File: src/rtl/regs_pkg.sv
// regs shared types and constants.
// Address/word widths, x0 constants and the latched debug request bundle.
package regs_pkg;

  localparam int REG_NUM    = 32;
  localparam int REG_ADDR_W = 5;

  localparam logic [REG_ADDR_W-1:0] ZERO_REG  = 5'd0;
  localparam logic [31:0]           ZERO_WORD = 32'h0;

  typedef struct packed {
    logic                  we;
    logic [REG_ADDR_W-1:0] addr;
    logic [31:0]           wdata;
  } dbg_req_t;

endpackage

File: src/rtl/regs_dbg_if.sv
// Debug access port bundle: four-phase req/ack with read data.
// master = debugger side, slave = register file side.
interface regs_dbg_if;
  import regs_pkg::*;

  logic                  dbg_req_i;
  logic                  dbg_we_i;
  logic [REG_ADDR_W-1:0] dbg_addr_i;
  logic [31:0]           dbg_wdata_i;
  logic                  dbg_ack_o;
  logic [31:0]           dbg_rdata_o;

  modport master (
    output dbg_req_i, dbg_we_i, dbg_addr_i, dbg_wdata_i,
    input  dbg_ack_o, dbg_rdata_o
  );

  modport slave (
    input  dbg_req_i, dbg_we_i, dbg_addr_i, dbg_wdata_i,
    output dbg_ack_o, dbg_rdata_o
  );

endinterface

File: src/rtl/regs_dbg_ctrl.sv
// Debug access controller: IDLE/PEND/ACK FSM, starvation counter, stall_o.
// Ports: core_wen_i, dbg req/we/addr/wdata in; ack, stall, write strobe, read capture out.
module regs_dbg_ctrl
  import regs_pkg::*;
#(
  parameter int unsigned STARVE_LIMIT = 4
) (
  input  logic                  clk,
  input  logic                  rst_n,
  input  logic                  core_wen_i,
  input  logic                  dbg_req_i,
  input  logic                  dbg_we_i,
  input  logic [REG_ADDR_W-1:0] dbg_addr_i,
  input  logic [31:0]           dbg_wdata_i,
  output logic                  dbg_ack_o,
  output logic                  stall_o,
  output logic                  wr_en_o,
  output logic [REG_ADDR_W-1:0] wr_addr_o,
  output logic [31:0]           wr_data_o,
  output logic                  rd_cap_o,
  output logic [REG_ADDR_W-1:0] rd_addr_o
);

  typedef enum logic [1:0] {
    S_IDLE = 2'd0,
    S_PEND = 2'd1,
    S_ACK  = 2'd2
  } state_e;

  state_e     state_q, state_d;
  dbg_req_t   req_q, req_d;
  logic [3:0] cnt_q, cnt_d;
  logic       stall_q, stall_d;
  logic       commit;

  // Debug only gets the write port when the core is not using it.
  assign commit = (state_q == S_PEND) && !core_wen_i;

  always_comb begin
    state_d = state_q;
    req_d   = req_q;
    cnt_d   = cnt_q;
    stall_d = stall_q;
    unique case (1'b1)
      (state_q == S_IDLE): begin
        if (dbg_req_i) begin
          req_d   = '{we: dbg_we_i,
                      addr: dbg_addr_i,
                      wdata: dbg_wdata_i};
          state_d = S_PEND;
        end
      end
      (state_q == S_PEND): begin
        if (!core_wen_i) begin
          state_d = S_ACK;
          cnt_d   = 4'd0;
          stall_d = 1'b0;
        end else begin
          if (cnt_q != 4'hF) cnt_d = cnt_q + 4'd1;
          if (32'(cnt_d) >= STARVE_LIMIT)
            stall_d = 1'b1;
        end
      end
      (state_q == S_ACK): begin
        if (!dbg_req_i) state_d = S_IDLE;
      end
      default: state_d = S_IDLE;
    endcase
  end

  always_ff @(posedge clk or negedge rst_n) begin
    if (!rst_n) begin
      state_q <= S_IDLE;
      req_q   <= '0;
      cnt_q   <= 4'd0;
      stall_q <= 1'b0;
    end else begin
      state_q <= state_d;
      req_q   <= req_d;
      cnt_q   <= cnt_d;
      stall_q <= stall_d;
    end
  end

  assign dbg_ack_o = (state_q == S_ACK);
  assign stall_o   = stall_q;
  assign wr_en_o   = commit && req_q.we;
  assign wr_addr_o = req_q.addr;
  assign wr_data_o = req_q.wdata;
  assign rd_cap_o  = commit && !req_q.we;
  assign rd_addr_o = req_q.addr;

endmodule

File: src/rtl/regs.sv
// RV32I 32x32 register file, x0 hardwired, same-cycle write-to-read bypass.
// Ports: rs1/rs2 read, core write-back, debug slave port, stall_o. Option: REGS_DEBUG_PORT_EN.
module regs
  import regs_pkg::*;
#(
  parameter int unsigned STARVE_LIMIT = 4
) (
  input  logic                  clk,
  input  logic                  rst_n,
  input  logic [REG_ADDR_W-1:0] rs1_addr_i,
  input  logic [REG_ADDR_W-1:0] rs2_addr_i,
  output logic [31:0]           rs1_data_o,
  output logic [31:0]           rs2_data_o,
  input  logic                  reg_wen_i,
  input  logic [REG_ADDR_W-1:0] reg_waddr_i,
  input  logic [31:0]           reg_wdata_i,
  regs_dbg_if.slave             dbg,
  output logic                  stall_o
);

  logic [31:0]           rf_q [REG_NUM-1:1];
  logic                  d_wr_en;
  logic [REG_ADDR_W-1:0] d_wr_addr;
  logic [31:0]           d_wr_data;
  logic                  we_en;
  logic [REG_ADDR_W-1:0] waddr;
  logic [31:0]           wdata;

`ifdef REGS_DEBUG_PORT_EN
  logic                  rd_cap;
  logic [REG_ADDR_W-1:0] rd_addr;
  logic [31:0]           dbg_rdata_q;

  regs_dbg_ctrl #(
    .STARVE_LIMIT(STARVE_LIMIT)
  ) u_dbg_ctrl (
    .clk        (clk),
    .rst_n      (rst_n),
    .core_wen_i (reg_wen_i),
    .dbg_req_i  (dbg.dbg_req_i),
    .dbg_we_i   (dbg.dbg_we_i),
    .dbg_addr_i (dbg.dbg_addr_i),
    .dbg_wdata_i(dbg.dbg_wdata_i),
    .dbg_ack_o  (dbg.dbg_ack_o),
    .stall_o    (stall_o),
    .wr_en_o    (d_wr_en),
    .wr_addr_o  (d_wr_addr),
    .wr_data_o  (d_wr_data),
    .rd_cap_o   (rd_cap),
    .rd_addr_o  (rd_addr)
  );

  // Captures the array before this edge's update.
  always_ff @(posedge clk or negedge rst_n) begin
    if (!rst_n)
      dbg_rdata_q <= ZERO_WORD;
    else if (rd_cap)
      dbg_rdata_q <= (rd_addr == ZERO_REG)
                   ? ZERO_WORD : rf_q[rd_addr];
  end

  assign dbg.dbg_rdata_o = dbg_rdata_q;
`else
  localparam int unsigned unused_limit = STARVE_LIMIT;
  logic unused_dbg;

  assign unused_dbg = ^{dbg.dbg_req_i, dbg.dbg_we_i,
                        dbg.dbg_addr_i, dbg.dbg_wdata_i};
  assign d_wr_en         = 1'b0;
  assign d_wr_addr       = ZERO_REG;
  assign d_wr_data       = ZERO_WORD;
  assign dbg.dbg_ack_o   = 1'b0;
  assign dbg.dbg_rdata_o = ZERO_WORD;
  assign stall_o         = 1'b0;
`endif

  // Core write-back has priority over the debug write.
  assign we_en = reg_wen_i | d_wr_en;
  assign waddr = reg_wen_i ? reg_waddr_i : d_wr_addr;
  assign wdata = reg_wen_i ? reg_wdata_i : d_wr_data;

  always_ff @(posedge clk or negedge rst_n) begin
    if (!rst_n) begin
      for (int i = 1; i < REG_NUM; i++)
        rf_q[i] <= ZERO_WORD;
    end else if (we_en && waddr != ZERO_REG) begin
      rf_q[waddr] <= wdata;
    end
  end

  assign rs1_data_o =
    (rs1_addr_i == ZERO_REG)        ? ZERO_WORD :
    (we_en && waddr == rs1_addr_i)  ? wdata     :
                                      rf_q[rs1_addr_i];

  assign rs2_data_o =
    (rs2_addr_i == ZERO_REG)        ? ZERO_WORD :
    (we_en && waddr == rs2_addr_i)  ? wdata     :
                                      rf_q[rs2_addr_i];

endmodule

File: src/flat_wrapper.sv
// flat-port wrapper written by rule: the top's interface ports become plain ports
module regs_flat import regs_pkg::*;
#(
  parameter int unsigned STARVE_LIMIT = 4
)
  (clk, rst_n, rs1_addr_i, rs2_addr_i, rs1_data_o, rs2_data_o, reg_wen_i, reg_waddr_i, reg_wdata_i, stall_o, dbg_dbg_req_i, dbg_dbg_we_i, dbg_dbg_addr_i, dbg_dbg_wdata_i, dbg_dbg_ack_o, dbg_dbg_rdata_o);
  regs_dbg_if dbg_i ();
  input  logic clk;
  input  logic rst_n;
  input  logic [REG_ADDR_W-1:0] rs1_addr_i;
  input  logic [REG_ADDR_W-1:0] rs2_addr_i;
  output logic [31:0] rs1_data_o;
  output logic [31:0] rs2_data_o;
  input  logic reg_wen_i;
  input  logic [REG_ADDR_W-1:0] reg_waddr_i;
  input  logic [31:0] reg_wdata_i;
  output logic stall_o;
  input wire logic [$bits(dbg_i.dbg_req_i)-1:0] dbg_dbg_req_i;
  input wire logic [$bits(dbg_i.dbg_we_i)-1:0] dbg_dbg_we_i;
  input wire logic [$bits(dbg_i.dbg_addr_i)-1:0] dbg_dbg_addr_i;
  input wire logic [$bits(dbg_i.dbg_wdata_i)-1:0] dbg_dbg_wdata_i;
  output wire logic [$bits(dbg_i.dbg_ack_o)-1:0] dbg_dbg_ack_o;
  output wire logic [$bits(dbg_i.dbg_rdata_o)-1:0] dbg_dbg_rdata_o;
  assign dbg_i.dbg_req_i = dbg_dbg_req_i;
  assign dbg_i.dbg_we_i = dbg_dbg_we_i;
  assign dbg_i.dbg_addr_i = dbg_dbg_addr_i;
  assign dbg_i.dbg_wdata_i = dbg_dbg_wdata_i;
  assign dbg_dbg_ack_o = dbg_i.dbg_ack_o;
  assign dbg_dbg_rdata_o = dbg_i.dbg_rdata_o;
  regs #(.STARVE_LIMIT(STARVE_LIMIT)) u_core (.clk(clk), .rst_n(rst_n), .rs1_addr_i(rs1_addr_i), .rs2_addr_i(rs2_addr_i), .rs1_data_o(rs1_data_o), .rs2_data_o(rs2_data_o), .reg_wen_i(reg_wen_i), .reg_waddr_i(reg_waddr_i), .reg_wdata_i(reg_wdata_i), .dbg(dbg_i), .stall_o(stall_o));
endmodule
File: config.mk
export PLATFORM = sky130hd
export DESIGN_NAME = regs_flat
export DESIGN_NICKNAME = d
export VERILOG_FILES = /design/src/rtl/regs_pkg.sv /design/src/rtl/regs_dbg_if.sv /design/src/rtl/regs_dbg_ctrl.sv /design/src/rtl/regs.sv /design/src/flat_wrapper.sv
export SDC_FILE = /design/constraint.sdc
export NUM_CORES = 2
export LEC_CHECK = 0
export CORE_ASPECT_RATIO = 1.1
export CORE_MARGIN = 1.5
export CORE_UTILIZATION = 50
export CTS_BUF_LIST = sky130_fd_sc_hd__clkbuf_8
export CTS_CLUSTER_DIAMETER = 200
export DETAILED_ROUTE_END_ITERATION = 7
export GPL_TIMING_DRIVEN = 0
export PLACE_DENSITY = 0.78
export SYNTH_ARGS = -nofsm -noshare
export SYNTH_HDL_FRONTEND = slang
export SYNTH_HIERARCHICAL = 1
export SYNTH_SLANG_ARGS = --single-unit
File: constraint.sdc
create_clock -name clk -period 3.13 [get_ports clk]
set_input_delay 0.7825 -clock clk [delete_from_list [all_inputs] [get_ports clk]]
set_output_delay 0.7825 -clock clk [all_outputs]
set_load 0.01 [all_outputs]
==> run_results.csv <==
group,metric,value,unit
run_status,status,"finished with violations",
run_status,violations,"DRC, capacitance limit, slew limit, setup timing",
critical_path,crit_type,"in -> out",
floorplan,initial_core_util,50.50,%
clock_network,cts_tree,"yes",
cells_and_area,fillers,7624,
drt,routedWlPerCell,37.20,µm
cells_and_area,area_growth,25.82,%
cells_and_area,top_regs,"u_core/rf_q (992)",
drt,dr.pass1.iters,8,
sta,finalClockSkew,0,ps
sta,tns,-48190,ps
yosys,ys_warn_count,6,
sta,timing.final.crit_share,133.0,%
yosys,ys_seq_elements,992,
critical_path,reg2reg_depth,2,
floorplan,die_area,107100,µm²
sta,fin_ws,-1033,ps
cells_and_area,final_cell_count_no_fill,6723,
floorplan,fp.dieH,343.1,µm
placed_design,io_buffers,103,
critical_path,end_kind,"output pin",
clock_network,clock_latency,890,ps
sta,slew_headroom,-6.869,%
cells_and_area,fin_area,66140,µm²
sta,timing.hold.ws,495.0,ps
critical_path,start_kind,"primary input",
placed_design,gp_congestion,1.155,
sta,setup_viol,125,
grt,antenna_found_initial,18,
yosys,ys_seq_area_share,47.22,%
sta,fmaxAchievable,240.2,MHz
clock_network,clkTransAtPathRegs,60,ps
cells_and_area,top_register,"u_core/rf_q",
placed_design,dp_hpwl,171500,µm
yosys,syn_area_per_cell,11.00,µm²
critical_path,critPathArrivalTime,3380,ps
critical_path,critical_path_required,2350,ps
run,max-cap-violations,3,
power,p_per_area,560.3,nW/µm²
floorplan,die_x,312.2,µm
cells_and_area,fin_util,63.53,%
floorplan,io_pins,187,
yosys,mappedNetlistArea,52570,µm²
floorplan,core_area,104100,µm²
critical_path,ff2ff_setup_slack,2130,ps
sta,tightest_slew,1603,ps
clock_network,htreeDepth,4,
critical_path,startpoint,"rs1_addr_i[2]",
sta,maxSlewViolCount,34,
cells_and_area,drive_gt1_share,32.01,%
clock_network,clockBufferDepth,3,
sta,finalCriticalPeriod,4163,ps
sta,finalHoldViolations,0,
grt,grtUsageTotal,46.10,%
critical_path,path_max_fanout,10,
critical_path,regToRegEndpoint,"u_core/rf_q[40]",
power,vdd.ir_drop.worst,0.0003130,V
min_path,hold_class,"in -> async",
clock_network,cts-root-buf,"clkbuf_8",
drt,ant_nets,0,
drt,drt-initial-drc-count,9224,
drt,wl,250100,µm
grt,grt_pass1_vias,46190,
power,leakage,27.35,nW
drt,num_vias,48420,
clock_network,numCtsBuffers,163,
yosys,syn-instance-count,4779,
cells_and_area,largest_reg_flops,992,
drt,routed_via_density,7.203,
drt,drc,5,
sta,rsz0062_at_grt,"true",
grt,grt_start_max_net_pins,119,
yosys,synth_cell_type_count,42,
clock_network,cts.sinks,992,
placed_design,dp_cells,6310,
cells_and_area,final_nets,5290,
grt,overflow,0,
grt,grt_pass1_wl,344200,µm
critical_path,rr_startpoint,"u_core/rf_q[40]",
floorplan,rows,124,
placed_design,post_dp_cell_area,55720,µm²
==> metal layers <==
| metal | global-route usage (%) | vias to the layer above | share of wire, % |
|---|---|---|---|
| li1 | - | 18300 | - |
| met1 | 54.03 | 24110 | 32 |
| met2 | 62.91 | 4791 | 40 |
| met3 | 26.03 | 1197 | 18 |
| met4 | 33.20 | 30 | 9.8 |
| met5 | 4.152 | - | 0.31 |
==> layout make-up <==
class | count | area, µm² | share of cell area (%)
clock buffer | 210 | 2890 | 4.370
timing repair buffer | 229 | 2386 | 3.607
multi-input combinational | 3282 | 29760 | 45.00
inverter | 1 | 3.754 | 0.005675
sequential | 992 | 24830 | 37.53
antenna | 20 | 50.05 | 0.07567
buffer | 532 | 4023 | 6.082
clock inverter | 71 | 467.9 | 0.7075
tap | 1386 | 1734 | 2.622
==> power breakdown <==
part	total, W	switching (W)	internal (W)
clock network	0.0121	0.00566	0.00641
registers	0.0159	0.00141	0.0145
logic	0.00912	0.00530	0.00382
==> cells in the mapped netlist (all sizes together) <==
library cell | number | area [µm²]
inv | 1 | 3.750
mux2i | 161 | 1612
or3 | 1 | 6.260
a221oi | 63 | 558.0
nand2b | 8 | 50.05
clkbuf | 354 | 1333
mux4 | 386 | 8693
mux2 | 252 | 2838
or2 | 3 | 18.77
nor2 | 10 | 37.54
a21boi | 1 | 7.510
and3 | 2 | 12.51
a2111oi | 3 | 46.30
o21ai | 927 | 4639
dfrtp | 992 | 24820
xor2 | 8 | 70.07
o32ai | 31 | 271.5
a211oi | 93 | 698.2
nor3 | 96 | 480.5
nor4b | 1 | 15.01
conb | 1 | 3.750
o31ai | 1 | 7.510
nand3 | 10 | 50.05
a22oi | 1 | 7.510
nand3b | 1 | 7.510
a31o | 1 | 8.760
nor2b | 100 | 625.6
o22ai | 93 | 581.8
buf | 183 | 1232
nor4 | 34 | 212.7
xnor2 | 2 | 17.52
nand2 | 959 | 3600
==> cells by family (layout without fill, tap and decap cells) <==
| logic type | after synthesis | in the layout | share of synthesized area, % |
|---|---|---|---|
| compound gates | 1214 | 1214 | 12.99 |
| xor+xnor | 10 | 10 | 0.1666 |
| buf+inv | 538 | 1043 | 4.886 |
| flops | 992 | 992 | 47.22 |
| mux | 799 | 799 | 25.00 |
| other cells | 1 | 54 | 0.007133 |
| simple gates | 1225 | 1225 | 9.732 |
==> repair_timing <==
action,4_1_cts,5_1_grt
hold endpoints to repair,61,0
gates cloned,9,6
pin swaps,169,106
buffers inserted,55,50
hold buffers,1,0
gates resized for setup,1344,205
setup endpoints to repair,279,137
==> layout by cell type (no fill, tap or decap), types with 30 or more instances in the layout <==
cell type | synthesis | routed
a211oi_1 | 93 | 33
a211oi_2 | 0 | 36
a221oi_1 | 62 | 48
buf_12 | 0 | 57
buf_16 | 0 | 33
buf_2 | 76 | 81
buf_4 | 78 | 129
buf_6 | 21 | 45
clkbuf_1 | 353 | 276
clkbuf_2 | 0 | 31
clkbuf_8 | 0 | 224
clkdlybuf4s50_1 | 0 | 30
conb_1 | 1 | 34
dfrtp_1 | 992 | 991
inv_1 | 1 | 44
mux2_1 | 103 | 88
mux2_2 | 149 | 151
mux2i_4 | 0 | 128
mux4_2 | 386 | 386
nand2_1 | 959 | 956
nor2b_1 | 100 | 81
nor3_2 | 0 | 36
nor3_4 | 0 | 54
o21ai_0 | 865 | 859
o21ai_1 | 62 | 67
o22ai_4 | 0 | 37
==> worst max path at each step <==
stage | endpoint | slack [ps] | cells after the start
final | rs1_data_o[12] | -1030 | 9
after global routing | rs1_data_o[12] | -950 | 6
after CTS | rs1_data_o[12] | -740 | 6
after detailed placement | rs1_data_o[12] | -3130 | 9
after global placement | u_core/rf_q[493] | -43470 | 1
after floorplan | rs2_data_o[30] | 20 | 7
==> worst max-delay path, stage by stage <==
cell and delay [ps]:
buf_2 230, buf_12 230, buf_12 240, buf_16 220
mux2i_4 640, o22ai_2 170, nor4_4 560, a211oi_2 60
buf_2 180
==> metrics by stage <==
step,total power [W],setup slack [ps]
5_1_grt,0.03787,-945.2
2_1_floorplan,0.01958,19.68
3_3_place_gp,0.02243,-43470
3_5_place_dp,0.02276,-3127
4_1_cts,0.03589,-743.9
6_report,0.03706,-1033
(Power assumes the default switching activity.)
